`src/rtl/mc_fork.sv`:
```
// mc_fork: multicast fork stage with a one-entry output register.
// Unicast packets pass straight through on the decoded port. Forward-and-absorb
// packets are first delivered to LOCAL while being captured. They are then
// replayed on the decoded port, with the head bitmap replaced by the decoder's
// own-node-cleared bitmap.
module mc_fork #(
  parameter int FLITW  = 64,
  parameter int MAXLEN = 4
) (
  input  logic             clk,
  input  logic             rst_,
  input  logic             in_valid,
  output logic             in_ready,
  input  logic [FLITW-1:0] in_flit,
  input  logic [2:0]       dec_port,
  input  logic [19:0]      dec_addr1_rm,
  input  logic             dec_fwdab_en,
  output logic             out_valid,
  input  logic             out_ready,
  output logic [FLITW-1:0] out_flit,
  output logic [2:0]       out_port,
  output logic             err
);

  localparam int PW = $clog2(MAXLEN + 1);
  localparam int IW = (MAXLEN > 1) ? $clog2(MAXLEN) : 1;
  localparam logic [PW-1:0] MAXLEN_P = PW'(MAXLEN);
  localparam logic [2:0] PORT_LOCAL = 3'd4;

  typedef enum logic [1:0] {IDLE, PASS, CAPT, REPLAY} state_t;

  state_t state, state_nxt;

  logic [2:0]       lat_port;
  logic [19:0]      lat_addr;
  logic [PW-1:0]    wr_ptr, rd_ptr;
  logic             ovf;
  logic [FLITW-1:0] cap_buf [MAXLEN];

  logic             out_free, accept, in_head, in_tail;
  logic [1:0]       in_type;
  logic [FLITW-1:0] rep_raw, rep_flit;
  logic             rep_last;

  logic             load_out, cap_we, rd_inc, set_err, set_ovf, latch_hdr;
  logic [FLITW-1:0] nxt_flit;
  logic [2:0]       nxt_port;

  // The forward-and-absorb flag needs no register of its own: choosing CAPT
  // over PASS already records it.
  assign out_free = !out_valid || out_ready;
  assign in_ready = rst_ && (state != REPLAY) && out_free;
  assign accept   = in_valid && in_ready;
  assign in_type  = in_flit[FLITW-1:FLITW-2];
  assign in_head  = in_type[0];
  assign in_tail  = in_type[1];

  assign rep_raw  = cap_buf[rd_ptr[IW-1:0]];
  assign rep_last = ((rd_ptr + PW'(1)) == wr_ptr);

  // Build the replay copy: rewrite the head bitmap, and close a truncated packet with a tail type
  always_comb begin
    rep_flit = rep_raw;
    if (rep_raw[FLITW-2]) begin
      rep_flit[19:0] = lat_addr;
    end
    if (rep_last && ovf) begin
      rep_flit[FLITW-1:FLITW-2] = 2'b10;
    end
  end

  // State register
  always_ff @(posedge clk) begin
    if (!rst_) begin
      state <= IDLE;
    end else begin
      state <= state_nxt;
    end
  end

  // Next-state and datapath control decode
  always_comb begin
    state_nxt = state;
    load_out  = 1'b0;
    nxt_flit  = in_flit;
    nxt_port  = lat_port;
    cap_we    = 1'b0;
    rd_inc    = 1'b0;
    set_err   = 1'b0;
    set_ovf   = 1'b0;
    latch_hdr = 1'b0;
    case (state)
      IDLE: begin
        if (accept) begin
          if (in_head) begin
            latch_hdr = 1'b1;
            load_out  = 1'b1;
            if (dec_fwdab_en) begin
              nxt_port  = PORT_LOCAL;
              cap_we    = 1'b1;
              state_nxt = in_tail ? REPLAY : CAPT;
            end else begin
              nxt_port  = dec_port;
              state_nxt = in_tail ? IDLE : PASS;
            end
          end else begin
            set_err = 1'b1;
          end
        end
      end
      PASS: begin
        if (accept) begin
          load_out = 1'b1;
          if (in_tail) begin
            state_nxt = IDLE;
          end
        end
      end
      CAPT: begin
        if (accept) begin
          load_out = 1'b1;
          nxt_port = PORT_LOCAL;
          if (wr_ptr < MAXLEN_P) begin
            cap_we = 1'b1;
          end else begin
            set_err = 1'b1;
            set_ovf = 1'b1;
          end
          if (in_tail) begin
            state_nxt = REPLAY;
          end
        end
      end
      REPLAY: begin
        if (out_free) begin
          load_out = 1'b1;
          nxt_flit = rep_flit;
          rd_inc   = 1'b1;
          if (rep_last) begin
            state_nxt = IDLE;
          end
        end
      end
      default: state_nxt = IDLE;
    endcase
  end

  // Output register, sticky error, header latch and capture pointers
  always_ff @(posedge clk) begin
    if (!rst_) begin
      out_valid <= 1'b0;
      out_flit  <= '0;
      out_port  <= '0;
      err       <= 1'b0;
      lat_port  <= '0;
      lat_addr  <= '0;
      wr_ptr    <= '0;
      rd_ptr    <= '0;
      ovf       <= 1'b0;
    end else begin
      if (load_out) begin
        out_valid <= 1'b1;
        out_flit  <= nxt_flit;
        out_port  <= nxt_port;
      end else if (out_ready) begin
        out_valid <= 1'b0;
      end
      if (set_err) begin
        err <= 1'b1;
      end
      if (latch_hdr) begin
        lat_port <= dec_port;
        lat_addr <= dec_addr1_rm;
      end
      if (state_nxt == IDLE) begin
        wr_ptr <= '0;
        rd_ptr <= '0;
        ovf    <= 1'b0;
      end else begin
        if (cap_we) begin
          wr_ptr <= wr_ptr + PW'(1);
        end
        if (rd_inc) begin
          rd_ptr <= rd_ptr + PW'(1);
        end
        if (set_ovf) begin
          ovf <= 1'b1;
        end
      end
    end
  end

  // Capture buffer storage; the pointers alone decide what is valid
  always_ff @(posedge clk) begin
    if (cap_we) begin
      cap_buf[wr_ptr[IW-1:0]] <= in_flit;
    end
  end

endmodule

```
`config.mk`:
```
export PLATFORM = sky130hd
export DESIGN_NAME = mc_fork
export DESIGN_NICKNAME = d
export VERILOG_FILES = /design/src/rtl/mc_fork.sv
export SDC_FILE = /design/constraint.sdc
export NUM_CORES = 1
export LEC_CHECK = 0
export ABC_AREA = 1
export CORE_ASPECT_RATIO = 1.1
export CORE_MARGIN = 8
export CORE_UTILIZATION = 30
export CTS_BUF_LIST = sky130_fd_sc_hd__clkbuf_4
export DETAILED_ROUTE_END_ITERATION = 7
export DONT_BUFFER_PORTS = 1
export PLACE_DENSITY_LB_ADDON = 0.08
export SETUP_SLACK_MARGIN = 0.15
export SLEW_MARGIN = 20
export SYNTH_ARGS = -nofsm -noshare
export SYNTH_HDL_FRONTEND = slang
export SYNTH_SLANG_ARGS = --single-unit
```
`constraint.sdc`:
```
create_clock -name clk -period 4.75 [get_ports clk]
set_clock_uncertainty 0.05 [all_clocks]
set_input_delay 0.475 -clock clk [delete_from_list [all_inputs] [get_ports clk]]
set_output_delay 0.475 -clock clk [all_outputs]
set_load 0.01 [all_outputs]
```
# Yosys cells after proc, flatten, opt, wreduce, memory -nomap -nowiden
# Memory sizes are Yosys's and may differ from the RTL's. A register that Yosys moved wholly into a read port is not among the register bits.
# Index checks and enable logic that the tools add are counted.
# totals
memories,1
output_inout_bits,70
input_bits,92
regBits,101
wordCells,77
mem_bits_rw,256
# classes
mux,46
reduce_logical,11
magnitude_cmp,1
bitwise,1
eq_ne,5
addsub,2
# mem_list
memory,depth,width,read_ports,rd_ports_with_merged_regs,write_ports,line,text
cap_buf,4,64,1,1,1,38,logic [FLITW-1:0] cap_buf [MAXLEN];
# op_table
cell,count
$mux W64,2
$mux W2,12
$mux W1,22
$mux W20,1
$mux W3,4
$pmux W2 S4,1
$add A3 B1 Y3 const B,2
$pmux W3 S2,1
$eq A2 B2 Y1 const B,2
$logic_and A1 B1 Y1,4
$logic_not A2 Y1,2
$pmux W1 S2,2
$reduce_or A2 Y1,2
$eq A3 B3 Y1,1
$lt A3 B3 Y1 const B,1
$pmux W1 S3,1
$eq A2 B1 Y1 const B,1
$ne A2 B2 Y1 const B,1
$reduce_bool A2 Y1,1
$logic_not A1 Y1,1
$logic_or A1 B1 Y1,1
$not A1 Y1,1

# Longest topological paths before layout
# Gate-level depths: netlist of the first run.
# logic_depth
word_depth,9
mapped_depth,13
ltp_nobuf,12

# Worst setup path before layout of the first run
# No wires, ideal clock.
# synth_timing
path_type,input-to-reg
from,input port rst_
to,"memory cap_buf[3][0], enable pin"
setup_ns,0.489
arrival_ns,3.853
required_time_ns,4.211
setup_slack_ns,0.358
cell_stages,7
n_path_buf,1
path_cell_list,buf_4 -> inv_4 -> nor2_4 -> nand3_2 -> nor2_1 -> nand2_1 -> nor2_1
# synth_via
elab_chain_cells,7
elab_cells_between_ends,8
classes_between,5 x mux; 3 x reduce/logical
# synth_lines
element,line,text
from (decl),11,"input logic rst_,"
$logic_and A1 B1 Y1 * (2 in series),52,assign in_ready = rst_ && (state != REPLAY) && out_free;
$logic_and A1 B1 Y1 *,53,assign accept = in_valid && in_ready;
$mux W1 (on tied branches),"120, 94",
$pmux W1 S2 *,92,case (state)
$mux W1 *,195,if (cap_we) begin
$mux W1 (not written as such) *,196,cap_buf[wr_ptr[IW-1:0]] <= in_flit;
to (decl),38,
# Mark *: on every way between the ends. The rest lies on a longest branch, timed or not.

# Worst setup path after layout of the first run
# layout_timing
from,input port rst_
to,register out_port[2]
# layout_via
elab_chain_cells,5
elab_cells_between_ends,9
classes_between,6 x mux; 3 x reduce/logical
# layout_lines
element,line,text
$logic_and A1 B1 Y1 (2 in series),52,
$logic_and A1 B1 Y1,53,
"$mux W1, or another cell as far along","112, 120",
$pmux W1 S3 / $pmux W3 S2 (equally long branches),92,
to (signal assigned),164,out_port <= nxt_port;
to (decl),21,"output logic [2:0] out_port,"
# Parallel ways exist; a longest one is shown, timed or not.
# A chain may end at the register's enable or synchronous reset.

==> results of run 1 <==
-- sequential cells by signal (all words and copies together), names as in the netlist, named ones only --
register and count:
err 1, lat_port 3, rd_ptr 3, wr_ptr 3
out_flit 64, lat_addr 20, out_port 3, cap_buf 256
state 2, ovf 1, out_valid 1
-- cells in the mapped netlist (all sizes together) (3+ instances only) --
cell	instances
inv	64
dfxtp	103
nor2	241
o211ai	34
o21ai	167
xor2	3
ha	9
o22ai	44
edfxtp	256
a21oi	127
nand2	143
nand3	46
buf	32
clkbuf	54
a31o	3
-- layer usage --
metal | up-vias | GRT usage [%] | routed length [µm]
li1 | 5025 | - | -
met4 | 4 | 5.83 | 864
met3 | 69 | 4.38 | 2650
met5 | - | 0 | 26
met1 | 4812 | 19.1 | 18700
met2 | 275 | 23.6 | 18600
-- power by group through the flow --
stage	registers (W)	logic (W)	clock network, W
floorplan	0.00355	0.000197	0
global placement	0.00358	0.000243	0
finish	0.00350	0.000349	0.00288
CTS	0.00351	0.000355	0.00303
detailed placement	0.00357	0.000247	0
global route	0.00351	0.000396	0.00319
-- logic make-up after synthesis --
family,after synthesis
adders and majority gates,9
DFF,359
buffers and inverters,152
AOI/OAI and AO/OA,376
xor gates and xnor gates,4
and+or+nand+nor,432
-- what timing repair did --
| item | CTS | global route |
|---|---|---|
| endpoints found under the hold margin | 358 | 0 |
| hold buffers | 95 | 0 |
| setup endpoints to repair | 0 | 0 |
-- layout make-up --
cell class | instances | area (µm²) | share of cell area, %
flip-flops and latches | 359 | 9750 | 56.7
clock inverters | 13 | 51.3 | 0.298
clock buffers | 169 | 1270 | 7.37
well taps | 645 | 807 | 4.69
multi-input cells | 821 | 3960 | 23.0
diodes | 4 | 10.0 | 0.0582
repair buffers | 113 | 1110 | 6.44
inverters | 66 | 251 | 1.46
-- through the flow --
stage                     instances  cell area, µm²  power (W)  util, %
after CTS                      2186           17200    0.00689     36.3
after floorplan                1332           14300    0.00375        -
after global routing           2189           17200    0.00710     36.3
after detailed placement       1909           14900    0.00382     31.5
after global placement         1909           14900    0.00382     31.5
final                          2190           17200    0.00673     36.3
-- final timing paths --
kind	startpoint	end	slack, ns
setup / recovery	rst_	out_port[2]$_SDFFE_PN0P_	1.16
hold / removal	in_flit[63]	state[0]$_SDFF_PN0_	0.27
setup reg to reg	state[1]$_SDFF_PN0_	out_port[2]$_SDFFE_PN0P_	1.50
hold reg to reg	lat_addr[13]$_SDFFE_PN0P_	lat_addr[13]$_SDFFE_PN0P_	0.43
-- worst max-delay path: cells and delay by family --
family | cells | cell delay (ns)
compound gates | 2 | 0.30
buf+inv | 6 | 3.07
simple gates | 4 | 0.32
==> impl_metrics.env, run 1 <==
export IMPL_worst_pin_slew_ns=1.02
export IMPL_clockRootBuffer="clkbuf_4"
export IMPL_fmax_ghz=0.278
export IMPL_synthCells=1332
export IMPL_firstDrtPassIters=5
export IMPL_antenna_found_initial=6
export IMPL_power_frac_clock_pct=42.8
export IMPL_synth_area_leaders="edfxtp_1 (54%), dfxtp_1 (14%), nor2_1 (6.3%)"
export IMPL_synth_avg_cell_area_um2=10.7
export IMPL_core_area_um2=47400
export IMPL_synth_seq_cells=359
export IMPL_cp_end_kind="flop"
export IMPL_grt_setup_unrepaired="no"
export IMPL_areaGrowthSynthToFinish_pct=20.4
export IMPL_grt_max_degree=94
export IMPL_num_fill_cells=4757
export IMPL_grt_pass1_vias=10400
export IMPL_h_tree_depth=3
export IMPL_grt_ovfl_total=0
export IMPL_cp_data_required_time_ns=5.36
export IMPL_max_cap_violations=0
export IMPL_ys_flop_type="edfxtp_1"
export IMPL_die_area_um2=54900
export IMPL_yosysSeqAreaShare_pct=68.2
export IMPL_slew_headroom_pct=31.7
export IMPL_port_buffers=0
export IMPL_final_common_cell="edfxtp_1"
export IMPL_start_util_pct=30.2
export IMPL_fin_crit_ns=3.59
export IMPL_row_count=84
export IMPL_whs_ns=0.272
export IMPL_yosys_area_top_type="edfxtp_1"
export IMPL_netlist_area_leader_share_pct=53.8
export IMPL_p_int_w=0.00514
export IMPL_drv_slew=0
export IMPL_vias=10200
export IMPL_finalHoldViolations=0
export IMPL_wire_per_inst_um=18.6
export IMPL_post_place_ws_ns=1.71
export IMPL_path_cells="dlygate4sd3_1, buf_12, inv_4, nor2_4, nand3_2, nor2_1, nand2_1, clkinv_1, o21ai_0, dlygate4sd3_1, a21oi_1, dlygate4sd3_1"
export IMPL_cts_setup_buffers=0
export IMPL_wirelength_um=40800
export IMPL_clk_path_buf_depth=3
export IMPL_final_cell_mix="edfxtp_1 (256), nor2_1 (235), clkbuf_4 (169)"
export IMPL_startpoint_type="primary input"
export IMPL_ff2ff_path_depth=10
export IMPL_cpPeakStageDelay_ns=0.64
export IMPL_die_h_um=245
export IMPL_place_congestion=0.740
export IMPL_path_max_fanout=50
export IMPL_switching_share_pct=23.6
export IMPL_status="finished clean"
export IMPL_peakVddDrop_mv=0.157
export IMPL_synth_top_family_by_area="compound AO/OA/AOI/OAI gates"
export IMPL_grt_pass1_wl_um=63300
export IMPL_critPathArrivalTime_ns=4.20
export IMPL_ant_nets=0
export IMPL_drt_iter0_drc=504
export IMPL_synth_cell_types=30
export IMPL_drive_above_1_share_pct=14.3
export IMPL_syn_area_um2=14300
export IMPL_cts_tree="built"
export IMPL_p_per_area_nw_per_um2=391
export IMPL_synth_mux_area_fraction_pct=0
export IMPL_p_sw_w=0.00159
export IMPL_hold_path_class="primary input to flop"
export IMPL_power_frac_seq_pct=52.0
export IMPL_worstHoldPathCells=5
export IMPL_synth_edf_count=256
export IMPL_cp_slowest_cell="clkinv_1"
export IMPL_async_reset_ff_share_pct=0
export IMPL_synthXorXnorAreaFrac_pct=0.245
export IMPL_synthSimpleGateAreaFrac_pct=11.9
export IMPL_io_pins=162
export IMPL_crit_type="primary input to flop"
export IMPL_fin_crit_sh_pct=75.6
export IMPL_detailed_place_hpwl_um=22000
export IMPL_p_comb_share_pct=5.2
export IMPL_path_clk_slew_ns=0.06
export IMPL_synthAdderAreaFrac_pct=0.788
export IMPL_cts_resized_gates=0
export IMPL_crit_top_cell="dlygate4sd3_1"
export IMPL_drc=0
export IMPL_layout_setup_ws_ns=1.16
export IMPL_final_nets=1561
export IMPL_grt_usage_pct=14.9
export IMPL_clock_latency_ns=0.79
export IMPL_clock_sinks=359
export IMPL_cts_buffers=99
export IMPL_die_x_um=224
export IMPL_via_per_inst=4.65
export IMPL_yosys_warnings=0
export IMPL_fin_setup_tns_ns=0
export IMPL_setup_viol=0
export IMPL_cellLeakagePower_nw=6.19
export IMPL_synth_nets=1433
export IMPL_synth_compound_area_share_pct=14.5
(Power assumes the default switching activity.)
==> run 2, diff against run 1 <==
==> constraint.sdc (replaced) <==
create_clock -name clk -period 3.2 [get_ports clk]
set_clock_uncertainty 0.05 [all_clocks]
set_input_delay 0.32 -clock clk [delete_from_list [all_inputs] [get_ports clk]]
set_output_delay 0.32 -clock clk [all_outputs]
set_load 0.01 [all_outputs]
==> run 2 against run 1 <==
Against the previous run: sequential power increased by 48%; clock power up 54%; total power rose by 51%; die area unchanged; sequential share of layout area down 0.62 points; register-to-register slack got worse by 0.76 ns; worst hold slack got worse by 0.096 ns; combinational power is 52% higher; cell area is 1.1% higher; wire length fell by 1.0%.
==> impl_metrics.env, run 2 (same netlist as run 1, synthesis figures left out) <==
export IMPL_status="finished clean"
export IMPL_cts_tree="built"
export IMPL_start_util_pct=30.2
export IMPL_wire_per_inst_um=18.4
export IMPL_drc=0
export IMPL_finalHoldViolations=0
export IMPL_p_per_area_nw_per_um2=584
export IMPL_drv_slew=0
export IMPL_slew_headroom_pct=33.3
export IMPL_wirelength_um=40400
export IMPL_via_per_inst=4.65
export IMPL_critical_path_top_delay_family="simple AND/OR/NAND/NOR gates"
export IMPL_place_congestion=0.761
export IMPL_layout_setup_ws_ns=0.736
export IMPL_grt_pass1_wl_um=62100
export IMPL_row_count=84
export IMPL_critPathBufInv=3
export IMPL_final_cell_mix="edfxtp_1 (256), nor2_1 (235), o21ai_0 (162), clkbuf_4 (162), nand2_1 (142)"
export IMPL_cp_slowest_cell="buf_4"
export IMPL_h_tree_depth=3
export IMPL_post_place_ws_ns=0.711
export IMPL_areaGrowthSynthToFinish_pct=21.7
export IMPL_vias=10200
export IMPL_fin_crit_sh_pct=77.0
export IMPL_io_pins=162
export IMPL_grt_ovfl_total=0
export IMPL_cp_end_kind="flop"
export IMPL_final_nets=1570
export IMPL_path_clk_slew_ns=0.06
export IMPL_clockRootBuffer="clkbuf_4"
export IMPL_largest_reg_flops=256
export IMPL_firstDrtPassIters=5
export IMPL_grt_usage_pct=14.6
export IMPL_clock_latency_ns=0.80
export IMPL_setup_viol=0
export IMPL_grt_pass1_vias=10200
export IMPL_antenna_found_initial=7
export IMPL_fmax_ghz=0.406
export IMPL_max_cap_violations=0
export IMPL_finalCoreUtilization_pct=36.7
export IMPL_cts_buffers=99
export IMPL_die_x_um=224
export IMPL_crit_top_cell="nand2_1"
export IMPL_cp_data_required_time_ns=3.58
export IMPL_drive_above_1_share_pct=14.5
export IMPL_critPathArrivalTime_ns=2.84
export IMPL_num_fill_cells=4821
export IMPL_worst_pin_slew_ns=1.00
export IMPL_grt_max_degree=80
export IMPL_peakVddDrop_mv=0.251
export IMPL_path_max_fanout=28
export IMPL_final_common_cell="edfxtp_1"
export IMPL_grt_setup_unrepaired="no"
export IMPL_clk_path_buf_depth=3
export IMPL_drt_iter0_drc=537
export IMPL_hold_path_class="primary input to flop"
export IMPL_detailed_place_hpwl_um=22700
export IMPL_port_buffers=0
export IMPL_ant_nets=0
export IMPL_die_area_um2=54900
export IMPL_startpoint_type="flop"
export IMPL_die_h_um=245
export IMPL_crit_type="flop to flop"
export IMPL_path_cells="inv_1, ha_1, inv_1, nand2_1, nand2_1, nor2_1, nand2_1, nor2_4, buf_4"
export IMPL_core_area_um2=47400
export IMPL_clock_sinks=359
export IMPL_cellLeakagePower_nw=6.26
export IMPL_cpPeakStageDelay_ns=0.44
export IMPL_fin_crit_ns=2.46
==> run 2: cell type report <==
cell class | instances | area (µm²) | share of cell area [%]
repair buffers | 122 | 1250 | 7.19
diodes | 4 | 10.0 | 0.0575
well taps | 645 | 807 | 4.64
multi-input cells | 821 | 3960 | 22.7
inverters | 66 | 251 | 1.45
flip-flops and latches | 359 | 9750 | 56.1
clock inverters | 19 | 150 | 0.863
clock buffers | 162 | 1220 | 6.99
==> run 2: per-layer routing <==
metal  wire [µm]  up-vias  GRT usage, %
met5          37        -             0
met4         854        6          5.62
met3        2530       67          4.66
met2       18300      247          22.7
met1       18600     4872          18.8
li1            -     5038             -
==> run 2: worst register-to-register path: stages, from the launching register on <==
cell	delay (ns)
dfxtp_1	0.33
inv_1	0.12
ha_1	0.25
inv_1	0.10
nand2_1	0.08
nand2_1	0.05
nor2_1	0.15
nand2_1	0.30
nor2_4	0.22
buf_4	0.44
==> run 2: report_power, final <==
| part | switching, W | leakage, nW | total [W] | internal (W) |
|---|---|---|---|---|
| sequential | 0.000106 | 3.15 | 0.00519 | 0.00509 |
| combinational | 0.000324 | 2.29 | 0.000530 | 0.000206 |
| clock | 0.00192 | 0.818 | 0.00443 | 0.00251 |
| total | 0.00235 | 6.26 | 0.0102 | 0.00780 |
==> run 2: worst paths after layout <==
path	from	end	slack (ns)	cells past startpoint
worst max-delay path	state[0]$_SDFF_PN0_	cap_buf[1][46]$_DFFE_PP_	0.74	9
worst min register to register	lat_addr[17]$_SDFFE_PN0P_	lat_addr[17]$_SDFFE_PN0P_	0.43	2
worst max register to register	state[0]$_SDFF_PN0_	cap_buf[1][46]$_DFFE_PP_	0.74	9
worst min-delay path	dec_addr1_rm[7]	lat_addr[7]$_SDFFE_PN0P_	0.18	3
==> run 2: through the flow <==
step	total power, W	hold WS, ns	cell area (µm²)	cells	setup TNS, ns
2_1_floorplan	0.00557	0.369	14300	1332	-18.47
3_3_place_gp	0.00568	0.369	15100	1918	0
3_5_place_dp	0.00568	0.369	15100	1918	0
4_1_cts	0.0104	0.0220	17400	2194	0
5_1_grt	0.0107	0.0903	17400	2197	0
6_report	0.0102	0.176	17400	2198	0
==> run 2: timing repair <==
action | CTS | global route
hold endpoints to repair | 359 | 0
setup endpoints to repair | 0 | 0
hold buffers | 95 | 0
gates resized for setup | 0 | 0
buffers inserted | 0 | 0
